<file path="src/rtl/unidade_execucao.sv">
// rtl/unidade_execucao.sv - execution stage feeding the register-display LCD controller
//
// Purpose: debounces the execute button, latches an 18-bit instruction, runs it
// against a 16 x 16-bit signed register file and hands the result to the LCD
// controller with a held start strobe followed by a quiet gap.
//
// Ports:
//   clk          system clock
//   reset        asynchronous, active-high reset
//   botao_exec   raw execute pushbutton (active high, asynchronous)
//   instrucao    opcode[17:15] dest[14:11] src1[10:7] src2[6:3] / imm[6:0]
//   saida_op     opcode of the last executed instruction
//   saida_end    register address to display
//   saida_valor  signed value to display
//   sinal_start  start strobe to the LCD controller
//   ocupado      high while a sequence is in progress
module unidade_execucao #(
  parameter int DEBOUNCE_CYCLES = 500_000,
  parameter int START_HOLD      = 2_000,
  parameter int GAP_CYCLES      = 100_000
) (
  input  logic        clk,
  input  logic        reset,
  input  logic        botao_exec,
  input  logic [17:0] instrucao,
  output logic [2:0]  saida_op,
  output logic [3:0]  saida_end,
  output logic [15:0] saida_valor,
  output logic        sinal_start,
  output logic        ocupado
);

  localparam int DW   = $clog2(DEBOUNCE_CYCLES) + 1;
  localparam int CMAX = (GAP_CYCLES > START_HOLD) ? GAP_CYCLES : START_HOLD;
  localparam int CW   = $clog2(CMAX) + 1;

  localparam logic [2:0] OP_LOAD = 3'b000;
  localparam logic [2:0] OP_ADD  = 3'b001;
  localparam logic [2:0] OP_ADDI = 3'b010;
  localparam logic [2:0] OP_SUB  = 3'b011;
  localparam logic [2:0] OP_SUBI = 3'b100;
  localparam logic [2:0] OP_MUL  = 3'b101;
  localparam logic [2:0] OP_CLR  = 3'b110;
  localparam logic [2:0] OP_DPL  = 3'b111;

  typedef enum logic [2:0] {
    IDLE, DECODE, EXECUTE, WRITEBACK, START, GAP, WAIT_RELEASE
  } state_t;

  state_t state, next_state;

  // Button synchronizer and debouncer
  logic          sync1, sync2;
  logic          deb_level, deb_prev;
  logic [DW-1:0] deb_cnt;
  logic          press;

  always_ff @(posedge clk or posedge reset) begin
    if (reset) begin
      sync1     <= 1'b0;
      sync2     <= 1'b0;
      deb_level <= 1'b0;
      deb_prev  <= 1'b0;
      deb_cnt   <= '0;
    end else begin
      sync1    <= botao_exec;
      sync2    <= sync1;
      deb_prev <= deb_level;
      if (sync2 != deb_level) begin
        // The DEBOUNCE_CYCLES-th consecutive disagreeing cycle flips the level.
        if (deb_cnt == DW'(DEBOUNCE_CYCLES - 1)) begin
          deb_level <= sync2;
          deb_cnt   <= '0;
        end else begin
          deb_cnt <= deb_cnt + 1'b1;
        end
      end else begin
        deb_cnt <= '0;
      end
    end
  end

  assign press = deb_level & ~deb_prev;

  // Sequencer
  logic [CW-1:0] cnt;

  always_ff @(posedge clk or posedge reset) begin
    if (reset) begin
      state <= IDLE;
      cnt   <= '0;
    end else begin
      state <= next_state;
      if (state != next_state) begin
        cnt <= '0;
      end else if (state == START || state == GAP) begin
        cnt <= cnt + 1'b1;
      end
    end
  end

  always_comb begin
    next_state = state;
    case (state)
      IDLE:         if (press) next_state = DECODE;
      DECODE:       next_state = EXECUTE;
      EXECUTE:      next_state = WRITEBACK;
      WRITEBACK:    next_state = START;
      START:        if (cnt == CW'(START_HOLD - 1)) next_state = GAP;
      GAP:          if (cnt == CW'(GAP_CYCLES - 1)) next_state = WAIT_RELEASE;
      WAIT_RELEASE: if (!deb_level) next_state = IDLE;
      default:      next_state = IDLE;
    endcase
  end

  // Strobe and busy come straight from the state register, so an asynchronous
  // reset drops them in the same cycle.
  assign sinal_start = (state == START);
  assign ocupado     = (state != IDLE);

  // Datapath
  logic [15:0] regs [16];
  logic [17:0] instr_q;
  logic [15:0] op_a, op_b, result_q;
  logic [15:0] alu;

  logic [2:0]  op_q;
  logic [3:0]  dest_q;
  logic [15:0] imm_ext;

  assign op_q    = instr_q[17:15];
  assign dest_q  = instr_q[14:11];
  assign imm_ext = {{9{instr_q[6]}}, instr_q[6:0]};

  // Low 16 bits of a product are identical for signed and unsigned operands.
  always_comb begin
    alu = '0;
    case (op_q)
      OP_LOAD: alu = imm_ext;
      OP_ADD:  alu = op_a + op_b;
      OP_ADDI: alu = op_a + imm_ext;
      OP_SUB:  alu = op_a - op_b;
      OP_SUBI: alu = op_a - imm_ext;
      OP_MUL:  alu = op_a * op_b;
      OP_CLR:  alu = '0;
      OP_DPL:  alu = op_a;
      default: alu = '0;
    endcase
  end

  always_ff @(posedge clk or posedge reset) begin
    if (reset) begin
      for (int i = 0; i < 16; i++) regs[i] <= '0;
      instr_q     <= '0;
      op_a        <= '0;
      op_b        <= '0;
      result_q    <= '0;
      saida_op    <= '0;
      saida_end   <= '0;
      saida_valor <= '0;
    end else begin
      case (state)
        DECODE: begin
          instr_q <= instrucao;
          // DPL displays R[dest], so it borrows the first operand port.
          op_a <= (instrucao[17:15] == OP_DPL) ? regs[instrucao[14:11]]
                                               : regs[instrucao[10:7]];
          op_b <= regs[instrucao[6:3]];
        end
        EXECUTE: result_q <= alu;
        WRITEBACK: begin
          saida_op <= op_q;
          if (op_q == OP_CLR) begin
            for (int i = 0; i < 16; i++) regs[i] <= '0;
            saida_end   <= '0;
            saida_valor <= '0;
          end else begin
            if (op_q != OP_DPL) regs[dest_q] <= result_q;
            saida_end   <= dest_q;
            saida_valor <= result_q;
          end
        end
        default: ;
      endcase
    end
  end

endmodule
</file>
<file path="config.mk">
export PLATFORM = sky130hd
export DESIGN_NAME = unidade_execucao
export DESIGN_NICKNAME = d
export VERILOG_FILES = /design/src/rtl/unidade_execucao.sv
export SDC_FILE = /design/constraint.sdc
export NUM_CORES = 1
export LEC_CHECK = 0
export BUFFER_PORTS_ARGS = -buffer_cell sky130_fd_sc_hd__buf_4
export CELL_PAD_IN_SITES_DETAIL_PLACEMENT = 1
export CELL_PAD_IN_SITES_GLOBAL_PLACEMENT = 1
export CORE_AREA = 2 2 249 276
export DETAILED_ROUTE_END_ITERATION = 8
export DIE_AREA = 0 0 251 278
export HOLD_SLACK_MARGIN = 0.02
export PLACE_DENSITY_LB_ADDON = 0.1
export SYNTH_ARGS = -nofsm -noshare
export SYNTH_HDL_FRONTEND = slang
export SYNTH_SLANG_ARGS = --single-unit
</file>
<file path="constraint.sdc">
create_clock -name clk -period 15.5 [get_ports clk]
set_input_delay 1.55 -clock clk [delete_from_list [all_inputs] [get_ports clk]]
set_output_delay 1.55 -clock clk [all_outputs]
set_load 0.005 [all_outputs]
</file>
==> After elaboration in Yosys (flattened, before gate mapping) <==
Cells that the tools add are included.
{ "word_totals": {"reg_bits": 390, "wordCells": 104} }
{ "classes": {"addsub": 6, "multipliers": 1, "magnitude_cmp": 5, "n_eq_ne": 20, "muxes": 27, "bitwise_logic": 6, "reduce_logical": 9} }
{ "ops": {"columns": ["op", "count"], "rows": [
  ["two-way mux 256 bit", 2],
  ["bitwise mux 256 bit", 1],
  ["binary-select mux 16 bit (select 4 bit)", 3],
  ["two-way mux 16 bit", 9],
  ["one-hot mux 16 bit (8 select lines)", 1],
  ["demux 16 bit (select 4 bit)", 1],
  ["two-way mux 20 bit", 2],
  ["two-way mux 18 bit", 2],
  ["adder 16 bit", 2],
  ["subtractor 16 bit", 2],
  ["== test 3 bit (second input constant)", 8],
  ["one-hot mux 3 bit (7 select lines)", 1],
  ["adder 20 x 1 -> 20 bit (second input constant)", 1],
  ["== test 20 x 19 -> 1 bit (second input constant)", 1],
  ["greater-or-equal comparator 5 bit (second input constant)", 4],
  ["NOT 4 -> 5 bit", 4],
  ["adder 18 x 1 -> 18 bit (second input constant)", 1],
  ["== test 18 x 11 -> 1 bit (second input constant)", 1],
  ["== test 18 x 17 -> 1 bit (second input constant)", 1],
  ["multiplier 16 x 16 -> 16 bit", 1],
  ["== test 3 x 2 -> 1 bit (second input constant)", 4],
  ["two-way mux 3 bit", 4],
  ["== test 3 x 1 -> 1 bit (second input constant)", 2],
  ["logical NOT 3 bit", 2],
  ["12 further kinds", 14]
]} }

==> Logic depth before layout (Yosys ltp) <==
Gate-level depths: netlist of the first run.
{ "depth": {"word_depth": 8, "ltp_mapped": 23, "ltp_nobuf": 21} }

==> Worst setup path after synthesis of the first run <==
Ideal clock, no wire load.
{ "synth_timing": {"path_type": "flip-flop to flip-flop", "start": "register op_b[2]", "end": "register result_q[15]", "arrival_ps": 5375, "required_time_ps": 15435, "setup_slack_ps": 10060, "stages_incl_launch_ff": 20, "cell_sequence": "dfrtp_1 clkbuf_1 clkbuf_1 nand2_1 fa_1 fa_1 inv_1 fa_1 fa_1 inv_1 fa_1 fa_1 xor2_1 xnor2_1 xnor2_1 xnor2_1 xnor3_1 and3_1 o31ai_1 o22a_1"} }
{ "synth_via": {"elab_chain_len": 2} }
{ "synth_rtl": {"columns": ["element", "line", "text"], "rows": [
  ["start, declared", "124", "logic [15:0] op_a, op_b, result_q;"],
  ["start signal, assigned", "168", "op_b <= regs[instrucao[6:3]];"],
  ["multiplier 16 x 16 -> 16 bit (tied with other cells)", "144", "OP_MUL: alu = op_a * op_b;"],
  ["one-hot mux 16 bit (8 select lines) *", "138", "case (op_q)"],
  ["end signal, assigned", "170", "EXECUTE: result_q <= alu;"],
  ["end, declared", "124", null]
]} }
Mark *: on every way between the ends. The rest lies on a longest branch, timed or not.
A chain may end at the register's enable or synchronous reset.

==> Worst setup path after layout of the first run <==
{ "layout_timing": {"start": "register op_b[7]", "end": "register result_q[15]"} }
The elaborated chain is that of the path after synthesis.

==> run metrics, run 1 <==
num ports 46; relative slew slack 0.2531; latest clock arrival within the worst-skew pair slightly above 0.6 ns; area fraction of the dominant cell type after synthesis 0.3644; worst reg2reg startpoint op_b[7]$_DFFE_PP0P_; top-count cell post-synth sky130_fd_sc_hd__dfrtp_1; clk root buf sky130_fd_sc_hd__clkbuf_16; WL/cell about 27 µm; post-detail-place hpwl 56220 µm; max-cap viol count 0; Power per Cell Area a little under 80 nW/µm²; Final setup viols 0; synthesized area per cell 10.67 µm²; Initial Utilization 0.3953; met3 Resource Use GR 0.03863; Core Region ~67000 µm²; internal reg-to-reg setup slack 9.63 ns; flop and latch count out of synthesis slightly below 400; Warnings, synthesis 0; worst reg2reg path depth 17; sequence of cells on the critical path nand2_1, fa_1, inv_1, fa_1, inv_1, fa_1, fa_1, fa_1, fa_1, xor2_1, xnor2_1, xnor2_1, xnor2_1, xnor3_1, and3_1, o31ai_1, o22a_1; CTS-repair resized insts 0; commonest cells in the synthesized netlist sky130_fd_sc_hd__dfrtp_1, sky130_fd_sc_hd__o21ai_0, sky130_fd_sc_hd__nand3_1; Fin Clk Skew about 0.028 ns; violation count after the first detailed-routing iteration roughly 1400; fraction of the yosys area taken by sequential cells 0.3644; Pleak roughly 0.012 µW; crit share post-route 0.3787; instance count of the mapped netlist roughly 2500; clock buffers created by TritonCTS 48; Top delay family on crit path adder cells; end point of the worst hold path sync2$_DFF_PP0_; most prevalent standard cell on the critical path sky130_fd_sc_hd__fa_1; number of buffers and inverters on the critical path 2; end of the worst register-to-register path result_q[15]$_DFFE_PP0P_; number of vias per cell after detailed routing roughly 6.1; Final Hold Viols 0; slew at the pin closest to its max-slew limit around 1.1 ns; n_diodes 0; buffers inserted during post-CTS setup optimization 0; class of the tightest hold or removal check flop to flop; met1 Track Usage GR 0.3413; net count of the mapped netlist roughly 2700; crit path kind flop to flop; Achievable Freq about 170 MHz; Cell Area, Synth approximately 27000 µm²; result of the run complete, no violations; Worst setup SP type flop; Total GRT Usage 0.2607; final WL 88450 µm; area grow syn2layout 9.467%; vias after detailed routing 20190; global-route met2 utilization 0.4440; most used flip-flop cell after synthesis sky130_fd_sc_hd__dfrtp_1; Die Y 278 µm; distinct cell type count after synthesis 65; Detail Route Antenna Nets 0; final hold slack about 0.37 ns; count of H-tree levels built during CTS 2; CTS max path bufs 3; layer carrying the most global-route usage met2; number of I/O port buffers 45; cell types occupying the most area after synthesis sky130_fd_sc_hd__dfrtp_1, sky130_fd_sc_hd__mux4_2, sky130_fd_sc_hd__fa_1; final max-slew violation count 0; largest net degree at the start of global routing 112; delay of the slowest cell on the worst path ~0.87 ns; setup repair after global routing missed its margin false; clock tree from TritonCTS done; share of synthesized registers carrying an async set or reset 1.000; min Tclk post-route between 5 and 6 ns; FP Rows 100; number of synthesized flops with an enable pin 0; share of cells above drive strength 1 0.1816; Hold Path Cell Cnt 0; number of iterations in the first detailed-routing pass 6; total overflow reported by the global router 0; placer's final routability congestion estimate ~0.87; largest driver fanout on the critical path 18; Hold-fix buffers, CTS 0; horizontal die dimension 251 µm; wire length of the first global-routing pass 138400 µm; total negative setup slack 0 ns; critical hold path startpoint sync1$_DFF_PP0_; Setup crit end kind flop; fill cell count ~7300; die area between 60000 and 70000 µm²; largest area contributor in the synthesized netlist sky130_fd_sc_hd__dfrtp_1; vias in the first global route approximately 22000; sink count of the clock tree 386; total DRC errors in the routed layout 0; initial antenna violation count 1; clock input transition at the sequential cells of the worst setup and hold paths roughly 0.060 ns; peak ir drop on the vdd network a little under 0.00007 V; Layout Nets around 2600; worst endpoint required time ~16 ns; cell with the biggest individual delay on the critical path sky130_fd_sc_hd__dfrtp_1; WP data arrival around 6.4 ns
## how the worst max path moves through the flow
stage	startpoint	end	slack [ns]	cells past startpoint
6_report	op_b[7]$_DFFE_PP0P_	result_q[15]$_DFFE_PP0P_	9.63	17
4_1_cts	op_b[2]$_DFFE_PP0P_	result_q[15]$_DFFE_PP0P_	9.67	17
5_1_grt	op_b[2]$_DFFE_PP0P_	result_q[15]$_DFFE_PP0P_	9.31	19
2_1_floorplan	reset	cnt[0]$_DFFE_PP0P_	3.22	1
3_5_place_dp	op_b[7]$_DFFE_PP0P_	result_q[15]$_DFFE_PP0P_	9.71	17
3_3_place_gp	op_b[2]$_DFFE_PP0P_	result_q[13]$_DFFE_PP0P_	9.78	17
## power breakdown
group	total, µW	switching [µW]	internal, µW
clock network	1170	483	685
registers	1010	0.767	1010
logic	96.8	67.3	29.6
total	2270	551	1720
## cells in the final DEF, fill, tap and decap left out, types with 21 or more instances in the layout
| cell type | n |
|---|---|
| sky130_fd_sc_hd__mux2i_1 | 21 |
| sky130_fd_sc_hd__buf_4 | 82 |
| sky130_fd_sc_hd__nand3_1 | 266 |
| sky130_fd_sc_hd__ha_1 | 70 |
| sky130_fd_sc_hd__clkbuf_16 | 48 |
| sky130_fd_sc_hd__a21oi_1 | 72 |
| sky130_fd_sc_hd__mux2_2 | 25 |
| sky130_fd_sc_hd__dfrtp_1 | 386 |
| sky130_fd_sc_hd__fa_1 | 81 |
| sky130_fd_sc_hd__xnor2_1 | 55 |
| sky130_fd_sc_hd__xor2_1 | 36 |
| sky130_fd_sc_hd__nand2_1 | 191 |
| sky130_fd_sc_hd__inv_1 | 130 |
| sky130_fd_sc_hd__and2_1 | 66 |
| sky130_fd_sc_hd__mux4_2 | 240 |
| sky130_fd_sc_hd__nor2_1 | 120 |
| sky130_fd_sc_hd__o21ai_0 | 283 |
## per-stage QoR
step	utilization	total power (µW)	setup slack, ns	area [µm²]	std cells
finish	0.4327	2275	9.630	29020	3301
CTS	0.4327	2307	9.669	29020	3301
global route	0.4327	2345	9.312	29020	3301
global placement	0.4084	1127	9.778	27390	3216
detailed placement	0.4084	1128	9.710	27390	3216
floorplan	-	1096	3.223	26510	2485
## state kept, by name (all words and copies together) (netlist names)
register     flops
regs           256
deb_cnt         20
cnt             18
op_a            16
op_b            16
result_q        16
saida_valor     16
instr_q         14
saida_end        4
saida_op         3
state            3
deb_level        1
deb_prev         1
sync1            1
sync2            1
## metal layers
layer	vias up	share of wire
met5	-	0
met4	0	0.037
met3	189	0.045
met2	488	0.49
met1	10680	0.42
li1	8834	-
## worst reg2reg max path, cell delays in order (launching register included)
cell	delay [ns]
sky130_fd_sc_hd__dfrtp_1	0.87
sky130_fd_sc_hd__nand2_1	0.19
sky130_fd_sc_hd__fa_1	0.56
sky130_fd_sc_hd__inv_1	0.05
sky130_fd_sc_hd__fa_1	0.50
sky130_fd_sc_hd__inv_1	0.06
sky130_fd_sc_hd__fa_1	0.56
sky130_fd_sc_hd__fa_1	0.43
sky130_fd_sc_hd__fa_1	0.46
sky130_fd_sc_hd__fa_1	0.39
sky130_fd_sc_hd__xor2_1	0.17
sky130_fd_sc_hd__xnor2_1	0.21
sky130_fd_sc_hd__xnor2_1	0.16
sky130_fd_sc_hd__xnor2_1	0.15
sky130_fd_sc_hd__xnor3_1	0.45
sky130_fd_sc_hd__and3_1	0.20
sky130_fd_sc_hd__o31ai_1	0.23
sky130_fd_sc_hd__o22a_1	0.18
## cells by family after synthesis
family,synth area share
adders and majority gates,0.09420
AOI/OAI and AO/OA,0.09996
muxes,0.2224
xor gates and xnor gates,0.03091
DFF,0.3644
buffers and inverters,0.05078
and+or+nand+nor,0.1373
## final cells by class
| cell class | count | area (µm²) | share of cell area |
|---|---|---|---|
| clock buffer | 60 | 1306 | 0.04501 |
| clock inverter | 25 | 327.8 | 0.01130 |
| inverter | 131 | 499.2 | 0.01720 |
| multi-input combinational | 1750 | 15530 | 0.5351 |
| sequential | 386 | 9659 | 0.3328 |
| tap | 867 | 1085 | 0.03738 |
| timing repair buffer | 82 | 615.6 | 0.02121 |
Power figures use the tool's default switching activity.
==> run 2, diff against run 1 <==
Clock period 15.5 ns to 5.4 ns, I/O delays scaled along.
==> run metrics, run 2 (synthesis gave the netlist of run 1 again) <==
result of the run complete, no violations (unchanged); number of buffers and inverters on the critical path 5 (was 2); num ports 46 (unchanged); post-placement cell area 27850 µm² (was 27390 µm²); cell area after layout 29680 µm² (was 29020 µm²); sink count of the clock tree 386 (unchanged); FP Rows 100 (unchanged); most common cell after layout, fill and taps aside sky130_fd_sc_hd__dfrtp_1 (unchanged); Detail Route Antenna Nets 0 (unchanged); registers with the most flip-flops regs x256, deb_cnt x20, cnt x18 (unchanged); max-cap viol count 0 (unchanged); number of I/O port buffers 45 (unchanged); WL/cell 26.57 µm (was 26.80 µm); sequence of cells on the critical path buf_4, and2_1, fa_1, inv_1, fa_1, inv_1, ha_1, ha_1, inv_1, fa_1, fa_1, inv_1, ha_4, or3_1, o211ai_1, o31a_1, mux2i_1, a31oi_1, o21bai_1 (was nand2_1, fa_1, inv_1, fa_1, inv_1, fa_1, fa_1, fa_1, fa_1, xor2_1, xnor2_1, xnor2_1, xnor2_1, xnor3_1, and3_1, o31ai_1, o22a_1); vias in the first global route 21770 (was 22040); post-detail-place hpwl 59290 µm (was 56220 µm); vias after detailed routing 20270 (was 20190); crit share post-route 0.9682 (was 0.3787); number of iterations in the first detailed-routing pass 5 (was 6); Final Hold Viols 0 (unchanged); share of cells above drive strength 1 0.2137 (was 0.1816); count of H-tree levels built during CTS 2 (unchanged); Core Region 67060 µm² (unchanged); number of vias per cell after detailed routing 6.020 (was 6.118); initial antenna violation count 3 (was 1); final setup margin 0.1717 ns (was 9.630 ns); worst endpoint required time 5.87 ns (was 16.03 ns); cell with the biggest individual delay on the critical path sky130_fd_sc_hd__fa_1 (was sky130_fd_sc_hd__dfrtp_1); Pleak 0.01245 µW (was 0.01210 µW); latest clock arrival within the worst-skew pair 0.60 ns (was 0.61 ns); clock buffers created by TritonCTS 47 (was 48); Layout Nets 2634 (was 2571); WP data arrival 5.70 ns (was 6.40 ns); slew at the pin closest to its max-slew limit 1.205 ns (was 1.120 ns); clk root buf sky130_fd_sc_hd__clkbuf_16 (unchanged); area grow syn2layout 11.96% (was 9.467%); final max-slew violation count 0 (unchanged); fill cell count 7250 (was 7260); placer's final routability congestion estimate 0.8979 (was 0.8736); clock tree from TritonCTS done (unchanged); number of flip-flops in the largest register 256 (unchanged); Achievable Freq 191.3 MHz (was 170.3 MHz); min Tclk post-route 5.228 ns (was 5.870 ns); delay of the slowest cell on the worst path 0.57 ns (was 0.87 ns); total DRC errors in the routed layout 0 (unchanged); violation count after the first detailed-routing iteration 1457 (was 1421); total overflow reported by the global router 0 (unchanged); final WL 89470 µm (was 88450 µm); wire length of the first global-routing pass 138600 µm (was 138400 µm); Initial Utilization 0.3953 (unchanged); Fin Clk Skew 0.03323 ns (was 0.02825 ns); die area 69780 µm² (unchanged); clock input transition at the sequential cells of the worst setup and hold paths 0.07 ns (was 0.06 ns); largest reg by FF count regs (unchanged); relative slew slack 0.1967 (was 0.2531); Top delay family on crit path adder cells (unchanged); Power per Cell Area 221.3 nW/µm² (was 78.38 nW/µm²); setup repair after global routing missed its margin true (was false); Total GRT Usage 0.2618 (was 0.2607); largest net degree at the start of global routing 153 (was 112); crit path kind flop to flop (unchanged); Die Y 278 µm (unchanged); CTS max path bufs 3 (unchanged); Worst setup SP type flop (unchanged); most frequent cells in the layout sky130_fd_sc_hd__dfrtp_1, sky130_fd_sc_hd__o21ai_0, sky130_fd_sc_hd__nand3_1 (unchanged); class of the tightest hold or removal check input pin to asynchronous set/reset pin (was flop to flop); Final setup viols 0 (unchanged); horizontal die dimension 251 µm (unchanged); Setup crit end kind flop (unchanged); Place WS -0.06895 ns (was 9.710 ns); peak ir drop on the vdd network 0.0002212 V (was 0.00006919 V); largest driver fanout on the critical path 8 (was 18)
## run 2: final cells by class
cell class              count  area, µm²  area share
well taps                 867       1085     0.03655
clock buffers              64       1340     0.04515
inverters                 131      495.5     0.01669
multi-input cells        1750      15630      0.5266
diodes                      1      2.502  0.00008431
repair buffers            146       1165     0.03925
clock inverters            22      287.8    0.009696
flip-flops and latches    386       9676      0.3260
## run 2: what timing repair did
item	4_1_cts	5_1_grt
hold buffers	1	0
endpoints found under the setup margin	2	7
setup buffers	0	9
hold endpoints to repair	1	0
pin swaps	0	20
gates resized for setup	3	29
## run 2: through the flow
stage | TNS, ns | total power, µW | hold WS, ns | utilization | instances
2_1_floorplan | -127.36 | 3146 | 0.3312 | - | 2485
3_3_place_gp | 0 | 3241 | 0.3737 | 0.4153 | 3270
3_5_place_dp | -0.06895 | 3242 | 0.3596 | 0.4153 | 3270
4_1_cts | 0 | 6657 | 0.1096 | 0.4397 | 3357
5_1_grt | -0.07449 | 6773 | 0.1441 | 0.4425 | 3366
6_report | 0 | 6567 | 0.1077 | 0.4426 | 3367
## run 2: metal layers
layer  track usage  vias up  wire, µm
met5             0        -        13
met4       0.07357        2      2494
met3       0.03582      147      3563
met2        0.4635      423     46150
met1        0.3351    10740     37250
li1              -     8954         -
## run 2: path summary, 6_finish.rpt
path	from	to	slack [ns]	cells past startpoint
max	op_a[4]$_DFFE_PP0P_	result_q[14]$_DFFE_PP0P_	0.17	19
min	reset	saida_valor[0]$_DFFE_PP0N_	0.11	2
max reg2reg	op_a[4]$_DFFE_PP0P_	result_q[14]$_DFFE_PP0P_	0.17	19
min reg2reg	sync1$_DFF_PP0_	sync2$_DFF_PP0_	0.37	0
max in group asynchronous	reset	op_a[8]$_DFFE_PP0P_	3.80	3
min in group clk	instrucao[1]	instr_q[1]$_DFFE_PP0P_	0.16	3
## run 2: report_power, final
part	internal [µW]	switching [µW]
Combinational	90.1	194
Sequential	2900	2.27
Clock	2030	1360
==> run 3, diff against run 2 <==
Settings changed: CORE_AREA 2 2 249 276 to 2 2 287 317, DIE_AREA 0 0 251 278 to 0 0 289 319.
==> run metrics, run 3 (synthesis gave the netlist of run 1 again) <==
delay of the slowest cell on the worst path 0.57 ns (about the same); worst reg2reg path depth 18 (was 19); top metal layer carrying routed signals met5 (unchanged); final hold slack 0.1124 ns (was 0.1077 ns); crit path kind flop to flop (unchanged); Layout Nets 2646 (was 2634); routed wl met3 3103 µm (was 3563 µm); Detail Route Antenna Nets 0 (unchanged); Initial Utilization 0.2981 (was 0.3953); vias after detailed routing 20260 (was 20270); Power per Cell Area 215.8 nW/µm² (was 221.3 nW/µm²); wire length of the first global-routing pass 147600 µm (was 138600 µm); crit share post-route 0.9638 (was 0.9682); WP data arrival 5.70 ns (about the same); largest reg by FF count regs (unchanged); result of the run complete, no violations (unchanged); clk root buf sky130_fd_sc_hd__clkbuf_16 (unchanged); final max-slew violation count 0 (unchanged); total overflow reported by the global router 0 (unchanged); slew at the pin closest to its max-slew limit 0.9367 ns (was 1.205 ns); violation count after the first detailed-routing iteration 1136 (was 1457); clock tree from TritonCTS done (unchanged); Die Y 319 µm (was 278 µm); total DRC errors in the routed layout 0 (unchanged); latest clock arrival within the worst-skew pair 0.62 ns (was 0.60 ns); footprint of the flip-flops and latches 9672 µm² (was 9676 µm²); count of H-tree levels built during CTS 2 (unchanged); post-detail-place hpwl 63190 µm (was 59290 µm); FP Rows 115 (was 100); registers with the most flip-flops regs x256, deb_cnt x20, cnt x18 (unchanged); class of the tightest hold or removal check input pin to asynchronous set/reset pin (unchanged); number of buffers and inverters on the critical path 5 (unchanged); most frequent cells in the layout sky130_fd_sc_hd__dfrtp_1, sky130_fd_sc_hd__o21ai_0, sky130_fd_sc_hd__nand3_1 (unchanged); clock input transition at the sequential cells of the worst setup and hold paths 0.06 ns (was 0.07 ns); Place WS -0.05975 ns (was -0.06895 ns); num ports 46 (unchanged); fill cell count 9801 (was 7250); worst endpoint required time 5.89 ns (was 5.87 ns); Core Region 88920 µm² (was 67060 µm²); WL/cell 26.23 µm (was 26.57 µm); cell area after layout 30120 µm² (was 29680 µm²); max-cap viol count 0 (unchanged); end of the worst register-to-register path result_q[10]$_DFFE_PP0P_ (was result_q[14]$_DFFE_PP0P_); Setup crit end kind flop (unchanged); share of cells above drive strength 1 0.2089 (was 0.2137); most prevalent standard cell on the critical path sky130_fd_sc_hd__fa_1; CTS max path bufs 3 (unchanged); number of I/O port buffers 45 (unchanged); overall power of the completed layout 6499 µW (was 6567 µW); Total GRT Usage 0.2141 (was 0.2618); Met2 Routed Length 49330 µm (was 46150 µm); internal reg-to-reg setup slack 0.20 ns (was 0.17 ns); Achievable Freq 192.1 MHz (was 191.3 MHz); number of flip-flops in the largest register 256 (unchanged); cell with the biggest individual delay on the critical path sky130_fd_sc_hd__fa_1 (unchanged); final WL 96520 µm (was 89470 µm); peak ir drop on the vdd network 0.0002298 V (was 0.0002212 V); post-placement cell area 28410 µm² (was 27850 µm²); largest net degree at the start of global routing 143 (was 153); Final Hold Viols 0 (unchanged); Pleak 0.01249 µW (was 0.01245 µW); sink count of the clock tree 386 (unchanged); most common cell after layout, fill and taps aside sky130_fd_sc_hd__dfrtp_1 (unchanged); worst reg2reg startpoint op_a[3]$_DFFE_PP0P_ (was op_a[4]$_DFFE_PP0P_); multi-input logic area 15570 µm² (was 15630 µm²); Worst setup SP type flop (unchanged); die area 92190 µm² (was 69780 µm²); Final setup viols 0 (unchanged); setup repair after global routing missed its margin false (was true); number of vias per cell after detailed routing 5.508 (was 6.020); largest driver fanout on the critical path 6 (was 8); relative slew slack 0.3714 (was 0.1967); initial antenna violation count 3 (unchanged); Top delay family on crit path adder cells (unchanged); sequence of cells on the critical path buf_4, and2_1, fa_1, fa_1, ha_1, fa_1, inv_1, fa_1, fa_1, inv_1, ha_1, or3_1, o211ai_1, buf_4, buf_4, xnor2_1, a221oi_1, a21oi_1 (was buf_4, and2_1, fa_1, inv_1, fa_1, inv_1, ha_1, ha_1, inv_1, fa_1, fa_1, inv_1, ha_4, or3_1, o211ai_1, o31a_1, mux2i_1, a31oi_1, o21bai_1); horizontal die dimension 289 µm (was 251 µm); clock buffers created by TritonCTS 50 (was 47); vias in the first global route 21690 (was 21770); number of iterations in the first detailed-routing pass 5 (unchanged); area grow syn2layout 13.63% (was 11.96%); WL met1 41000 µm (was 37250 µm); placer's final routability congestion estimate 0.8315 (was 0.8979); final setup margin 0.1954 ns (was 0.1717 ns); min Tclk post-route 5.205 ns (was 5.228 ns); Fin Clk Skew 0.02342 ns (was 0.03323 ns)
-- run 3: cell count changes in the layout (fill, tap and decap cells not counted), sizes merged --
cell	before	now
bufinv	6	1
buf	145	154
clkbuf	64	74
clkinvlp	3	2
inv	132	131
clkinv	12	9
-- run 3: final cells by class --
type                    count  share of cell area
multi-input cells        1750              0.5168
flip-flops and latches    386              0.3211
clock buffers              74             0.04889
well taps                1170             0.04860
repair buffers            155             0.04419
inverters                 131             0.01645
clock inverters            12            0.003904
diodes                      1          0.00008307
-- run 3: worst max path at each step --
stage                   startpoint                  endpoint  slack (ns)  depth (start not counted)
2_1_floorplan                reset        cnt[0]$_DFFE_PP0P_       -0.33                          1
3_3_place_gp   op_b[2]$_DFFE_PP0P_  result_q[13]$_DFFE_PP0P_        0.03                         17
3_5_place_dp   op_b[2]$_DFFE_PP0P_  result_q[15]$_DFFE_PP0P_       -0.06                         17
4_1_cts        op_a[7]$_DFFE_PP0P_  result_q[15]$_DFFE_PP0P_       0.002                         18
5_1_grt        op_a[7]$_DFFE_PP0P_  result_q[10]$_DFFE_PP0P_       0.002                         20
6_report       op_a[3]$_DFFE_PP0P_  result_q[10]$_DFFE_PP0P_        0.20                         18
-- run 3: stage by stage --
stage / std cells / utilization / TNS (ns)
2_1_floorplan: 2485 / - / -127.36
3_3_place_gp: 3585 / 0.3195 / 0
3_5_place_dp: 3585 / 0.3195 / -0.1267
4_1_cts: 3672 / 0.3376 / 0
5_1_grt: 3678 / 0.3387 / 0
6_report: 3679 / 0.3388 / 0
-- run 3: what timing repair did --
item                       CTS  global route
hold endpoints to repair     1             0
hold buffers                 1             0
setup endpoints to repair    3             6
pin swaps                    1            14
gates resized for setup      6            16
setup buffers                0             6
-- run 3: routing by layer --
| metal | global-route usage | vias up |
|---|---|---|
| met5 | 0 | - |
| met4 | 0.06243 | 2 |
| met3 | 0.02933 | 142 |
| met2 | 0.3738 | 328 |
| met1 | 0.2742 | 10810 |
| li1 | - | 8986 |
-- run 3: where the power goes --
part	leakage [µW]	switching, µW	internal (µW)
Combinational	0.00644	205	94.3
Sequential	0.00526	2.28	2900
Clock	0.000782	1380	1920
